**config.mk**
```make
export PLATFORM = sky130hd
export DESIGN_NAME = uart_word_sender
export DESIGN_NICKNAME = d
export VERILOG_FILES = /design/src/rtl/uart_word_sender.sv
export SDC_FILE = /design/constraint.sdc
export NUM_CORES = 1
export LEC_CHECK = 0
export CORE_MARGIN = 5
export CORE_UTILIZATION = 25
export DETAILED_ROUTE_END_ITERATION = 10
export GPL_ROUTABILITY_DRIVEN = 0
export GPL_TIMING_DRIVEN = 1
export PLACE_DENSITY = 0.41
export SLEW_MARGIN = 20
export SYNTH_ARGS = -nofsm -noshare
export SYNTH_HDL_FRONTEND = slang
export SYNTH_SLANG_ARGS = --single-unit
```
**constraint.sdc**
```tcl
create_clock -name CLK -period 4.4 [get_ports CLK]
set_input_delay 0.88 -clock CLK [delete_from_list [all_inputs] [get_ports CLK]]
set_output_delay 0.88 -clock CLK [all_outputs]
set_load 0.005 [all_outputs]
```
**src/rtl/uart_word_sender.sv**
```systemverilog
// uart_word_sender: reads a run of W_D-bit words from a synchronous single-port
// RAM and hands them to a UART transmitter one byte at a time, least-significant
// byte first, through the transmitter's one-cycle enable / ready handshake.
// Build option: define UART_WORD_SENDER_CHECKSUM_EN to append one mod-256
// checksum byte (sum of all transmitted data bytes) after the last data byte.
module uart_word_sender #(
    parameter int W_D = 32,
    parameter int W_A = 3
) (
    input  logic           CLK,
    input  logic           RST_N,
    input  logic           start,
    input  logic [W_A:0]   start_len,
    output logic           busy,
    output logic           done,
    output logic [W_A-1:0] mem_addr,
    output logic           mem_re,
    input  logic [W_D-1:0] mem_q,
    output logic [7:0]     send_data,
    output logic           send_enable,
    input  logic           send_ready
);

    localparam int NB   = W_D / 8;
    localparam int BI_W = (NB > 1) ? $clog2(NB) : 1;
    localparam logic [BI_W-1:0] LAST_BYTE = BI_W'(NB - 1);

    // S_GUARD / S_CGUARD exist because the UART still reports ready in the
    // cycle right after it was strobed; S_DONE is the visible done cycle.
    typedef enum logic [3:0] {
        S_IDLE   = 4'd0,
        S_READ   = 4'd1,
        S_LATCH  = 4'd2,
        S_SEND   = 4'd3,
        S_GUARD  = 4'd4,
        S_CKSUM  = 4'd5,
        S_CGUARD = 4'd6,
        S_DRAIN  = 4'd7,
        S_FIN    = 4'd8,
        S_DONE   = 4'd9
    } state_t;

    state_t          state_r, state_s;
    logic            busy_r, busy_s;
    logic            done_r, done_s;
    logic [W_A-1:0]  mem_addr_r, mem_addr_s;
    logic            mem_re_r, mem_re_s;
    logic [7:0]      send_data_r, send_data_s;
    logic            send_enable_r, send_enable_s;
    logic [W_A:0]    len_r, len_s;
    logic [W_A:0]    word_cnt_r, word_cnt_s;
    logic [W_A:0]    word_next_s;
    logic [BI_W-1:0] byte_idx_r, byte_idx_s;
    logic [W_D-1:0]  shift_r, shift_s;

`ifdef UART_WORD_SENDER_CHECKSUM_EN
    logic [7:0]      cksum_r, cksum_s;

    // Running checksum: modulo-256 sum of bytes.
    function automatic logic [7:0] add_mod256(input logic [7:0] acc, input logic [7:0] b);
        return acc + b;
    endfunction
`endif

    assign busy        = busy_r;
    assign done        = done_r;
    assign mem_addr    = mem_addr_r;
    assign mem_re      = mem_re_r;
    assign send_data   = send_data_r;
    assign send_enable = send_enable_r;

    // Next-state and next-output decode; strobes default low every cycle.
    always_comb begin
        state_s       = state_r;
        busy_s        = busy_r;
        done_s        = 1'b0;
        mem_addr_s    = mem_addr_r;
        mem_re_s      = 1'b0;
        send_data_s   = send_data_r;
        send_enable_s = 1'b0;
        len_s         = len_r;
        word_cnt_s    = word_cnt_r;
        byte_idx_s    = byte_idx_r;
        shift_s       = shift_r;
        word_next_s   = word_cnt_r + (W_A+1)'(1);
`ifdef UART_WORD_SENDER_CHECKSUM_EN
        cksum_s       = cksum_r;
`endif
        case (state_r)
            S_IDLE: begin
                if (start) begin
                    busy_s = 1'b1;
`ifdef UART_WORD_SENDER_CHECKSUM_EN
                    cksum_s = 8'h00;
`endif
                    if (start_len != '0) begin
                        len_s      = start_len;
                        word_cnt_s = '0;
                        mem_addr_s = '0;
                        mem_re_s   = 1'b1;
                        state_s    = S_READ;
                    end else begin
`ifdef UART_WORD_SENDER_CHECKSUM_EN
                        state_s = S_CKSUM;
`else
                        state_s = S_FIN;
`endif
                    end
                end else begin
                    state_s = S_IDLE;
                end
            end
            S_READ: begin
                // RAM captures mem_addr at the end of this cycle.
                state_s = S_LATCH;
            end
            S_LATCH: begin
                shift_s    = mem_q;
                byte_idx_s = '0;
                state_s    = S_SEND;
            end
            S_SEND: begin
                if (send_ready) begin
                    send_data_s   = shift_r[7:0];
                    send_enable_s = 1'b1;
                    shift_s       = shift_r >> 8;
`ifdef UART_WORD_SENDER_CHECKSUM_EN
                    cksum_s       = add_mod256(cksum_r, shift_r[7:0]);
`endif
                    state_s       = S_GUARD;
                end else begin
                    state_s = S_SEND;
                end
            end
            S_GUARD: begin
                if (byte_idx_r != LAST_BYTE) begin
                    byte_idx_s = byte_idx_r + BI_W'(1);
                    state_s    = S_SEND;
                end else if (word_next_s < len_r) begin
                    word_cnt_s = word_next_s;
                    mem_addr_s = mem_addr_r + W_A'(1);
                    mem_re_s   = 1'b1;
                    state_s    = S_READ;
                end else begin
                    word_cnt_s = word_next_s;
`ifdef UART_WORD_SENDER_CHECKSUM_EN
                    state_s    = S_CKSUM;
`else
                    state_s    = S_DRAIN;
`endif
                end
            end
`ifdef UART_WORD_SENDER_CHECKSUM_EN
            S_CKSUM: begin
                if (send_ready) begin
                    send_data_s   = cksum_r;
                    send_enable_s = 1'b1;
                    state_s       = S_CGUARD;
                end else begin
                    state_s = S_CKSUM;
                end
            end
            S_CGUARD: begin
                state_s = S_DRAIN;
            end
`endif
            S_DRAIN: begin
                // Ready returning means the last byte has left the UART.
                if (send_ready) begin
                    state_s = S_FIN;
                end else begin
                    state_s = S_DRAIN;
                end
            end
            S_FIN: begin
                done_s  = 1'b1;
                state_s = S_DONE;
            end
            S_DONE: begin
                busy_s  = 1'b0;
                state_s = S_IDLE;
            end
            default: begin
                busy_s  = 1'b0;
                state_s = S_IDLE;
            end
        endcase
    end

    // State and output registers with asynchronous reset.
    always_ff @(posedge CLK or negedge RST_N) begin
        if (!RST_N) begin
            state_r       <= S_IDLE;
            busy_r        <= 1'b0;
            done_r        <= 1'b0;
            mem_addr_r    <= '0;
            mem_re_r      <= 1'b0;
            send_data_r   <= 8'h00;
            send_enable_r <= 1'b0;
            len_r         <= '0;
            word_cnt_r    <= '0;
            byte_idx_r    <= '0;
            shift_r       <= '0;
`ifdef UART_WORD_SENDER_CHECKSUM_EN
            cksum_r       <= 8'h00;
`endif
        end else begin
            state_r       <= state_s;
            busy_r        <= busy_s;
            done_r        <= done_s;
            mem_addr_r    <= mem_addr_s;
            mem_re_r      <= mem_re_s;
            send_data_r   <= send_data_s;
            send_enable_r <= send_enable_s;
            len_r         <= len_s;
            word_cnt_r    <= word_cnt_s;
            byte_idx_r    <= byte_idx_s;
            shift_r       <= shift_s;
`ifdef UART_WORD_SENDER_CHECKSUM_EN
            cksum_r       <= cksum_s;
`endif
        end
    end

endmodule

```
==> reports/qor.yml <==
run_status: "complete, no violations"
slew_headroom_pct: 40.4
io_pins: 55
core_mm2: 0.0121
cts_root_buf: "clkbuf_16"
grt_overflow: 0
viasPerCell: 4.17
drc_errors: 0
cts_hold_buf: 0
vdd_drop_max_v: 0.000231
synth_flop_cell: "dfrtp_1"
drv_cap: 0
synth_area_mm2: 0.00308
fin_worst_skew_ps: 8.04
start_kind: "primary input"
initial_core_util_pct: 25.5
cts_resized: 0
grt_pass1_wl_um: 11900
fp.dieH_um: 121
die-width_um: 121
hpwlAfterDp_um: 4820
required_ps: 4660
ys_seq_area_share_pct: 49.5
hold_violations: 0
r2r-start: "state_r[2]"
postRouteAntennaNets: 0
critPathCaptureType: "register"
hold_end: "send_data[1]"
port_buffers: 54
reg2reg_to: "shift_r[20]"
reg2regPathDepth: 5
rsz0062_at_grt: "no"
grt_pass1_vias: 2336
powerDensity_mw_per_mm2: 678
synth_cell_types: 51
ff2ff_setup_slack_ps: 2050
yosys_register_bits: 61
cp_data_arrival_time_ps: 2670
drive_gt1_share_pct: 22.5
finalMaxSlewViolations: 0
cts_buffers: 9
clock-sinks: 61
syn_avg_cell_area_um2: 11.0
drt_iter0_drc: 76
nNetsFinal: 379
netlist_instances: 280
synth_area_leaders: "dfrtp_1 (50%), mux2i_1 (8.8%), nand2_1 (6.6%), o21ai_2 (5.7%), nand2_2 (4.3%)"
routedWlPerCell_um: 13.5
cp_max_fo: 25
area_delta_synth_final_pct: 31.2
final_area_mm2: 0.00404
hp-class: "register to register"
synth-edff-count: 0
cts.clk_slew.worst_paths_ps: 50
finalCritPeriodShare_pct: 54.8
power.leakage_nw: 1.81
core.rowCount: 40
placed_area_mm2: 0.00373
clock_latency_ps: 330
grt_max_degree: 45
synth_top_area_share_pct: 49.5
period_needed_ps: 2410
grt_antenna_before_repair: 0
clk_path_buf_depth: 2
crit_type: "primary input to register"
htreeDepth: 3
dieArea_mm2: 0.0146
dr.pass1.iters: 4
async_reset_ff_share_pct: 100
worst_pin_slew_ps: 892
utilization_pct: 33.5
min_from: "shift_r[1]"
yosysWarnings: 0
hold_depth: 2
cts_setup_buffers: 0
num_antenna_cells: 0
synth_nets: 326
setup_viol: 0
vias: 2109
synth_area_leader_cell: "dfrtp_1"
wl_um: 6850
grt_usage_pct: 10.5
cts_tree: "built"
fmax_mhz: 415
hold_slack_ps: 466
tns_ps: 0
[metrics by stage]
step	worst slack (ps)	cells	power (mW)
2_1_floorplan	2370	280	1.82
3_5_place_dp	1650	490	2.04
4_1_cts	2000	506	2.79
3_3_place_gp	1670	490	2.03
6_report	1990	506	2.74
5_1_grt	1880	506	2.98
[cells in the mapped netlist (3+ instances only)]
cell     instances
nand2_2         21
nand3_1         14
o21ai_2         20
buf_2            3
xor2_1           3
mux2i_1         27
o21ai_0         11
inv_1            5
ha_1             6
a21oi_1          3
buf_6            5
nand2_1         54
dfrtp_1         61
[layer usage]
metal / wire length (um) / track usage [%] / up-vias
li1: - / - / 1082
met1: 3460 / 14.2 / 979
met2: 2980 / 15.1 / 42
met3: 324 / 3.22 / 6
met4: 89 / 5.31 / 0
met5: 0 / 0 / -
[logic make-up (layout without fill, tap and decap cells)]
logic type	after synthesis	count (layout)	share of synthesized area, %
and+or+nand+nor	109	109	19.8
AOI/OAI and AO/OA	49	49	12.2
muxes	29	29	9.50
DFF	61	61	49.5
buffers and inverters	21	79	5.12
xor gates and xnor gates	5	5	1.42
adders and majority gates	6	6	2.44
[cell usage in the layout (no fill, tap or decap), types with 3 or more instances in the layout]
master / synthesis / routed
clkdlybuf4s50_1: 0 / 53
nand2_2: 21 / 21
nand2_1: 54 / 54
buf_4: 2 / 3
a21oi_1: 3 / 3
nand3_1: 14 / 14
ha_1: 6 / 6
o21ai_0: 11 / 11
mux2i_1: 27 / 27
o21ai_2: 20 / 20
clkbuf_16: 0 / 9
dfrtp_1: 61 / 61
inv_1: 5 / 5
clkbuf_8: 0 / 3
xor2_1: 3 / 3
[state kept, by name, summed over array words and instances (netlist names)]
signal       cells
send_data        8
send_enable      1
mem_addr         3
shift_r         32
state_r          4
done             1
busy             1
byte_idx_r       2
word_cnt_r       4
len_r            4
mem_re           1
[cell type report]
cell class,instances,area (um^2)
Fill cell,1240,8020
Sequential cell,61,1530
Multi-Input combinational cell,198,1400
Timing Repair Buffer,57,573
Clock buffer,13,270
Tap cell,168,210
Clock inverter,3,42.5
Inverter,6,22.5
[worst max-delay path: stages]
cell	delay, ps
clkdlybuf4s50_1	570
a21oi_4	780
buf_12	290
nand2_2	80
o21ai_2	50
[worst max path at each step]
| stage | startpoint | to | slack [ps] | cells past startpoint |
|---|---|---|---|---|
| 2_1_floorplan | word_cnt_r[0] | mem_addr[2] | 2370 | 7 |
| 3_3_place_gp | send_ready | shift_r[7] | 1670 | 4 |
| 3_5_place_dp | send_ready | shift_r[20] | 1650 | 5 |
| 4_1_cts | send_ready | shift_r[20] | 2000 | 5 |
| 5_1_grt | state_r[2] | shift_r[15] | 1880 | 5 |
| 6_report | send_ready | shift_r[20] | 1990 | 5 |
[power breakdown]
group / internal [mW] / total [mW] / switching (mW) / leakage, nW
combinational: 0.485 / 1.06 / 0.571 / 0.879
clock: 0.483 / 0.730 / 0.246 / 0.152
sequential: 0.785 / 0.954 / 0.168 / 0.778
total: 1.75 / 2.74 / 0.986 / 1.81
Note: power is estimated with default switching activity, not from simulation.
==> RTL edit 1 (same flow settings) <==
Re-encode `state_t` (10 states) as one-hot, 10 bits wide.
--- a/src/rtl/uart_word_sender.sv
+++ b/src/rtl/uart_word_sender.sv
@@ -29,13 +29,13 @@
     // cycle right after it was strobed; S_DONE is the visible done cycle.
-    typedef enum logic [3:0] {
-        S_IDLE   = 4'd0,
-        S_READ   = 4'd1,
-        S_LATCH  = 4'd2,
-        S_SEND   = 4'd3,
-        S_GUARD  = 4'd4,
-        S_CKSUM  = 4'd5,
-        S_CGUARD = 4'd6,
-        S_DRAIN  = 4'd7,
-        S_FIN    = 4'd8,
-        S_DONE   = 4'd9
+    typedef enum logic [9:0] {
+        S_IDLE   = 10'b0000000001,
+        S_READ   = 10'b0000000010,
+        S_LATCH  = 10'b0000000100,
+        S_SEND   = 10'b0000001000,
+        S_GUARD  = 10'b0000010000,
+        S_CKSUM  = 10'b0000100000,
+        S_CGUARD = 10'b0001000000,
+        S_DRAIN  = 10'b0010000000,
+        S_FIN    = 10'b0100000000,
+        S_DONE   = 10'b1000000000
     } state_t;
Check against the original RTL: same outputs for any inputs over 10 cycles, from zero or initial values and one cycle with RST_N low; not proved beyond that.
==> RTL edit 1 against the unedited design <==
Die area shrank 0.15%; sequential cell count grew 4; synthesized cell count shrank 8.2%; area after synthesis shrank 0.16%; total power shrank 20%; cell area shrank 0.40%; routed wire length shrank 2.1%; worst setup slack gained 16 ps; combinational power shrank 44%; final cell count shrank 4.2%; non-clock buffer count shrank 1; highest routed layer unchanged.
==> RTL edit 1: results (changes against the unedited design) <==
Run status: finished, final reports clean (unchanged). The placed wire-length estimate after detailed placement is 4.77 mm (was 4.82 mm). The transition time at the pin with the least slew margin came out at 870 ps (was 892 ps). The clock latency of the later-clocked register in the worst-skew pair came out at roughly 320 ps. The global routing usage summed across all routing layers is 9.88% (was 10.5%). The register with the most flip-flops is shift_r (unchanged).

The worst hold path startpoint is shift_r[0] (was shift_r[1]). The post-cts repair resize count is 0 (unchanged). The endpoint of the worst hold path is shift_r[0] (was send_data[1]). The total count of max-transition violations in the final report came out at 0 (unchanged).

The data arrival at the endpoint of the critical path is 2600 ps (was 2670 ps). The number of distinct library cells after synthesis was 51 (unchanged). The critical path's slowest cell is o22ai_1 (was a21oi_4). The startpoint of the worst register-to-register path is word_cnt_r[0] (was state_r[2]). The worst min-delay path category is flop to flop (unchanged).

The cell depth of the worst min-delay path is 2 (unchanged). The logic depth of the worst register-to-register path was 7 (was 5). The maximum level of the CTS H-tree came to 3 (unchanged). The clock buffer count from CTS is 9 (unchanged). The post-synthesis sequential area ratio came out at 52.9% (was 49.5%). The synthesized netlist net count was 303 (was 326).

The worst vdd rail ir drop came to 0.000162 V (was 0.000231 V). The cell chosen for the clock root is clkbuf_16 (unchanged). The post-CTS setup buffer count came out at 0 (unchanged). The synthesis warning total is 0 (unchanged).

The violation count after the first detailed-route iteration came out at 71 (was 76). The routed length per instance is 13.8 µm (was 13.5 µm). The endpoint of the most critical register-to-register path is mem_addr[2] (was shift_r[20]).

The setup slack of the worst register-to-register path is 2010 ps (was 2050 ps). The xor and xnor area share after synthesis came out at 0.854% (was 1.42%). The global-route wire length before repair came to 11.2 mm (was 11.9 mm). The largest net degree at the start of global routing is 57 (was 45). The compound-cell area share of the yosys netlist is 13.9% (was 12.2%). The number of inserted diodes is 0 (unchanged). The maximum fanout count along the critical path was 6 (was 25). The post-synthesis async set-or-reset flop share came to 100% (unchanged). The standby leakage power came out at 1.98 nW (was 1.81 nW). The via count of the first global-routing pass came out at 2197 (was 2336). The biggest cell delay along the critical path is 480 ps (was 780 ps).

The via total after detailed routing came out at 2060 (was 2109). Cells taking the most area after synthesis: dfrtp_1 52%, mux2i_1 7.8%, o21ai_1 4.1% (was dfrtp_1 50%, mux2i_1 8.8%, nand2_1 6.6%). The count of port buffers added during placement came out at 54 (unchanged). The clock-pin slew on the worst setup and hold paths is 50 ps (about the same). The share of final-layout standard cells stronger than drive strength 1 came to 14.2% (was 22.5%). The final clock skew came out at 4.00 ps (was 8.04 ps). The number of nets in the layout is 358 (was 379). The first-pass iteration count of the detailed router came to 4 (unchanged).

The adder and majority cell fraction of the synthesized area is 2.44% (about the same). The cell family with the largest share of critical-path delay is compound AO/OA/AOI/OAI gates (was buffers and inverters). The fraction of synthesized area in multiplexers is 11.2% (was 9.50%). Most instantiated cells after synthesis: 64 x dfrtp_1, 29 x nand2_1, 25 x o21ai_1 (was 61 x dfrtp_1, 54 x nand2_1, 27 x mux2i_1).
==> RTL edit 1: cell count changes in the layout (fill, tap and decap cells not counted), sizes merged, moves of 3 or more <==
cell / delta
nor4: +3
nand2: -46
nor4b: +3
nor2b: +3
inv: +6
a22o: +11
dfrtp: +3
mux2i: -3
nor2: +3
mux2: +7
nand3: -10
==> RTL edit 1: where the power goes <==
| group | total [W] | switching, W | internal [W] |
|---|---|---|---|
| Clock | 0.000659 | 0.000248 | 0.000411 |
| Sequential | 0.000951 | 0.000134 | 0.000817 |
| Combinational | 0.000589 | 0.000273 | 0.000316 |
==> RTL edit 1: per-stage QoR <==
step	setup WS, ps	std cells	hold WS, ps	power (W)	area [µm²]
floorplan	2290	257	452	0.00135	3080
global placement	1840	469	467	0.00155	3750
detailed placement	1770	469	474	0.00157	3750
CTS	2000	485	486	0.00224	4030
global route	1850	485	508	0.00236	4030
finish	2010	485	478	0.00220	4030
==> RTL edit 1: worst max path at each step <==
stage / from / end / cells after the start
2_1_floorplan: word_cnt_r[0] / mem_addr[2] / 7
3_3_place_gp: start_len[1] / mem_addr[1] / 5
3_5_place_dp: start_len[0] / mem_addr[0] / 5
4_1_cts: word_cnt_r[0] / mem_addr[2] / 7
5_1_grt: word_cnt_r[0] / mem_addr[2] / 7
6_report: word_cnt_r[0] / mem_addr[2] / 7
==> RTL edit 1: final cells by class <==
cell class,instances,area (µm²)
flip-flops and latches,65,1630
multi-input cells,169,1320
inverters,11,41.3
clock buffers,14,264
well taps,168,210
fillers,1214,8040
repair buffers,56,551
clock inverters,2,12.5
==> RTL edit 1: per-layer routing <==
metal  GRT usage (%)  part of all wire [%]  vias to the layer above
li1                -                     -                     1049
met4            5.88                   2.4                        0
met1            13.5                    50                      963
met2            14.4                    45                       38
met5               0                     0                        -
met3            1.91                   3.4                       10
==> RTL edit 1: tightest hold or removal path, cell delays in order (launching register included) <==
cell	delay, ps
dfrtp_1	340
nand2_1	50
o21ai_1	60
==> RTL edit 1: logic make-up (layout without fill, tap and decap cells) <==
kind of cell | count (synthesis) | after routing
and+or+nand+nor | 66 | 66
buffers and inverters | 23 | 83
adders and majority gates | 6 | 6
DFF | 65 | 65
AOI/OAI and AO/OA | 61 | 61
xor gates and xnor gates | 3 | 3
muxes | 33 | 33
==> RTL edit 2 (same flow settings) <==
Without the edit above. Change the parameter `W_A` from 3 to 2.
--- a/src/rtl/uart_word_sender.sv
+++ b/src/rtl/uart_word_sender.sv
@@ -7,3 +7,3 @@
     parameter int W_D = 32,
-    parameter int W_A = 3
+    parameter int W_A = 2
 ) (
Interface: changed (resized mem_addr and start_len); port bits go from 55 to 53. The function was not compared with the original's and may differ.
==> RTL edit 2 against the unedited design <==
Sequential cell count decreased by 3; cell area fell by 13%; largest power group is now sequential cells; clock power fell by 24%; total power fell by 18%; worst setup slack got worse by 7.2 ps; routed wire length decreased by 12%; global-route usage decreased by 0.35 points; area after synthesis is 14% lower.
==> RTL edit 2: results (changes against the unedited design) <==
The number of flip-flops in the largest register came out at 32 (unchanged). The standby leakage power was 1.51 nW (was 1.81 nW). The cell area after placement came out at 0.00328 mm² (was 0.00373 mm²). The number of inserted diodes came out at 0 (unchanged). The routed wire length is 6.03 mm (was 6.85 mm).

The maximum level of the CTS H-tree was 3 (unchanged). The switching power of the nets was 0.000761 W (was 0.000986 W). The worst min-delay path category is flop to flop (unchanged). The global-route wire length before repair came out at 10.3 mm (was 11.9 mm). The worst hold path startpoint is shift_r[1] (unchanged). The post-placement setup slack came out at 1920 ps (was 1650 ps).

The violation count after the first detailed-route iteration came out at 96 (was 76). The critical path's slowest cell is dfrtp_1 (was a21oi_4). The clock latency of the later-clocked register in the worst-skew pair is around 340 ps. The transition time at the pin with the least slew margin is 926 ps (was 892 ps).

Run status: finished, final reports clean (unchanged). The initial antenna violation count came to 0 (unchanged). The clock buffer count from CTS is 9 (unchanged).

The worst-case clock buffer depth came out at 2 (unchanged). The post-cts repair resize count came to 0 (unchanged). The synthesized netlist net count came out at 277 (was 326). The maximum fanout count along the critical path is 15 (was 25). The biggest cell delay along the critical path came out at 590 ps (was 780 ps).

Cells taking the most area after synthesis: dfrtp_1 55%, mux2i_1 9.1%, o21ai_0 5.7% (was dfrtp_1 50%, mux2i_1 8.8%, nand2_1 6.6%). The cell chosen for the clock root is clkbuf_8 (was clkbuf_16). The final clock skew came out at 11.7 ps (was 8.04 ps).

The data arrival at the endpoint of the critical path came to 2630 ps (was 2670 ps). The post-synthesis sequential area ratio is 54.8% (was 49.5%). The register with the most flip-flops is shift_r (unchanged). The number of endpoints with negative hold slack in the final report came out at 0 (unchanged). The flip-flop cell with the highest count after synthesis is dfrtp_1 (unchanged). The count of port buffers added during placement came out at 52 (was 54). The share of final-layout standard cells stronger than drive strength 1 was 12.3% (was 22.5%). The via count of the first global-routing pass came to 1904 (was 2336).

The synthesis warning total is 0 (unchanged). The first-pass iteration count of the detailed router came out at 4 (unchanged). The worst vdd rail ir drop is 0.000216 V (was 0.000231 V).

The placed wire-length estimate after detailed placement is 4.15 mm (was 4.82 mm). The number of distinct library cells after synthesis came out at 41 (was 51). The number of vias per cell came to 4.30 (was 4.17). The post-synthesis async set-or-reset flop share came out at 100% (unchanged).

The global routing usage summed across all routing layers was 10.1% (was 10.5%). The number of nets in the layout was 330 (was 379). The post-CTS setup buffer count is 0 (unchanged). The largest net degree at the start of global routing came out at 57 (was 45). The worst setup path startpoint is state_r[0] (was send_ready). Most instantiated cells after synthesis: 58 x dfrtp_1, 33 x nand2_1, 30 x o21ai_0 (was 61 x dfrtp_1, 54 x nand2_1, 27 x mux2i_1). The clock-pin slew on the worst setup and hold paths is ~60 ps.
==> RTL edit 2: cell count changes after synthesis, moves of 3 or more <==
cell / unedited run / this run
a22o_1: 2 / 11
o21ai_0: 11 / 30
nand2_2: 21 / 2
o21ai_2: 20 / 0
mux2i_1: 27 / 24
mux2_2: 2 / 10
clkbuf_1: 1 / 6
dfrtp_1: 61 / 58
nand3_1: 14 / 7
nand2_1: 54 / 33
==> RTL edit 2: path summary, 6_finish.rpt <==
check | slack [ps] | depth (start not counted) | end
max reg2reg | 1980 | 5 | send_data[1]
min reg2reg | 470 | 2 | shift_r[1]
max | 1980 | 5 | send_data[1]
min in group asynchronous | 640 | 1 | shift_r[22]
max in group asynchronous | 2910 | 2 | shift_r[1]
min | 470 | 2 | shift_r[1]
==> RTL edit 2: layer usage <==
metal | track usage, % | part of all wire (%) | routed length (µm) | vias to the layer above
met2 | 13.4 | 41 | 2470 | 34
met4 | 5.53 | 2.5 | 150 | 0
met1 | 15.3 | 53 | 3200 | 855
li1 | - | - | - | 943
met3 | 1.98 | 3.5 | 211 | 10
met5 | 0 | 0 | 0 | -
==> RTL edit 2: layout make-up <==
type                            count  area [µm²]
Clock buffer                       11         141
Clock inverter                      5        77.6
Fill cell                        1073        6830
Inverter                            7        26.3
Multi-Input combinational cell    156        1090
Sequential cell                    58        1450
Tap cell                          136         170
Timing Repair Buffer               55         538
==> RTL edit 2: worst max-delay path, delay by kind of cell (launching register included) <==
family                 cells  cell delay, ps
DFF                        1             590
muxes                      1             320
and+or+nand+nor            3             980
buffers and inverters      1             410
==> RTL edit 2: power by group through the flow <==
stage / registers [W] / clock network, W / logic [W]
final: 0.000907 / 0.000552 / 0.000792
after CTS: 0.000911 / 0.000570 / 0.000808
after global routing: 0.000944 / 0.000591 / 0.000897
after floorplan: 0.000852 / 0 / 0.000618
after detailed placement: 0.000921 / 0 / 0.000803
after global placement: 0.000918 / 0 / 0.000799
==> RTL edit 2: kinds of logic (layout without fill, tap and decap cells) <==
kind of cell               Yosys count  after routing  synth area share, %
DFF                                 58             58                 54.8
muxes                               34             34                 13.3
buffers and inverters               20             78                 4.07
adders and majority gates            4              4                 1.89
and+or+nand+nor                     62             62                 12.3
xor gates and xnor gates             2              2                0.662
AOI/OAI and AO/OA                   54             54                 12.9
==> RTL edit 2: stage by stage <==
stage / util, % / cells / total power, W
5_1_grt: 33.9 / 428 / 0.00243
3_5_place_dp: 31.8 / 412 / 0.00172
2_1_floorplan: - / 234 / 0.00147
4_1_cts: 33.9 / 428 / 0.00229
6_report: 33.9 / 428 / 0.00225
3_3_place_gp: 31.8 / 412 / 0.00172
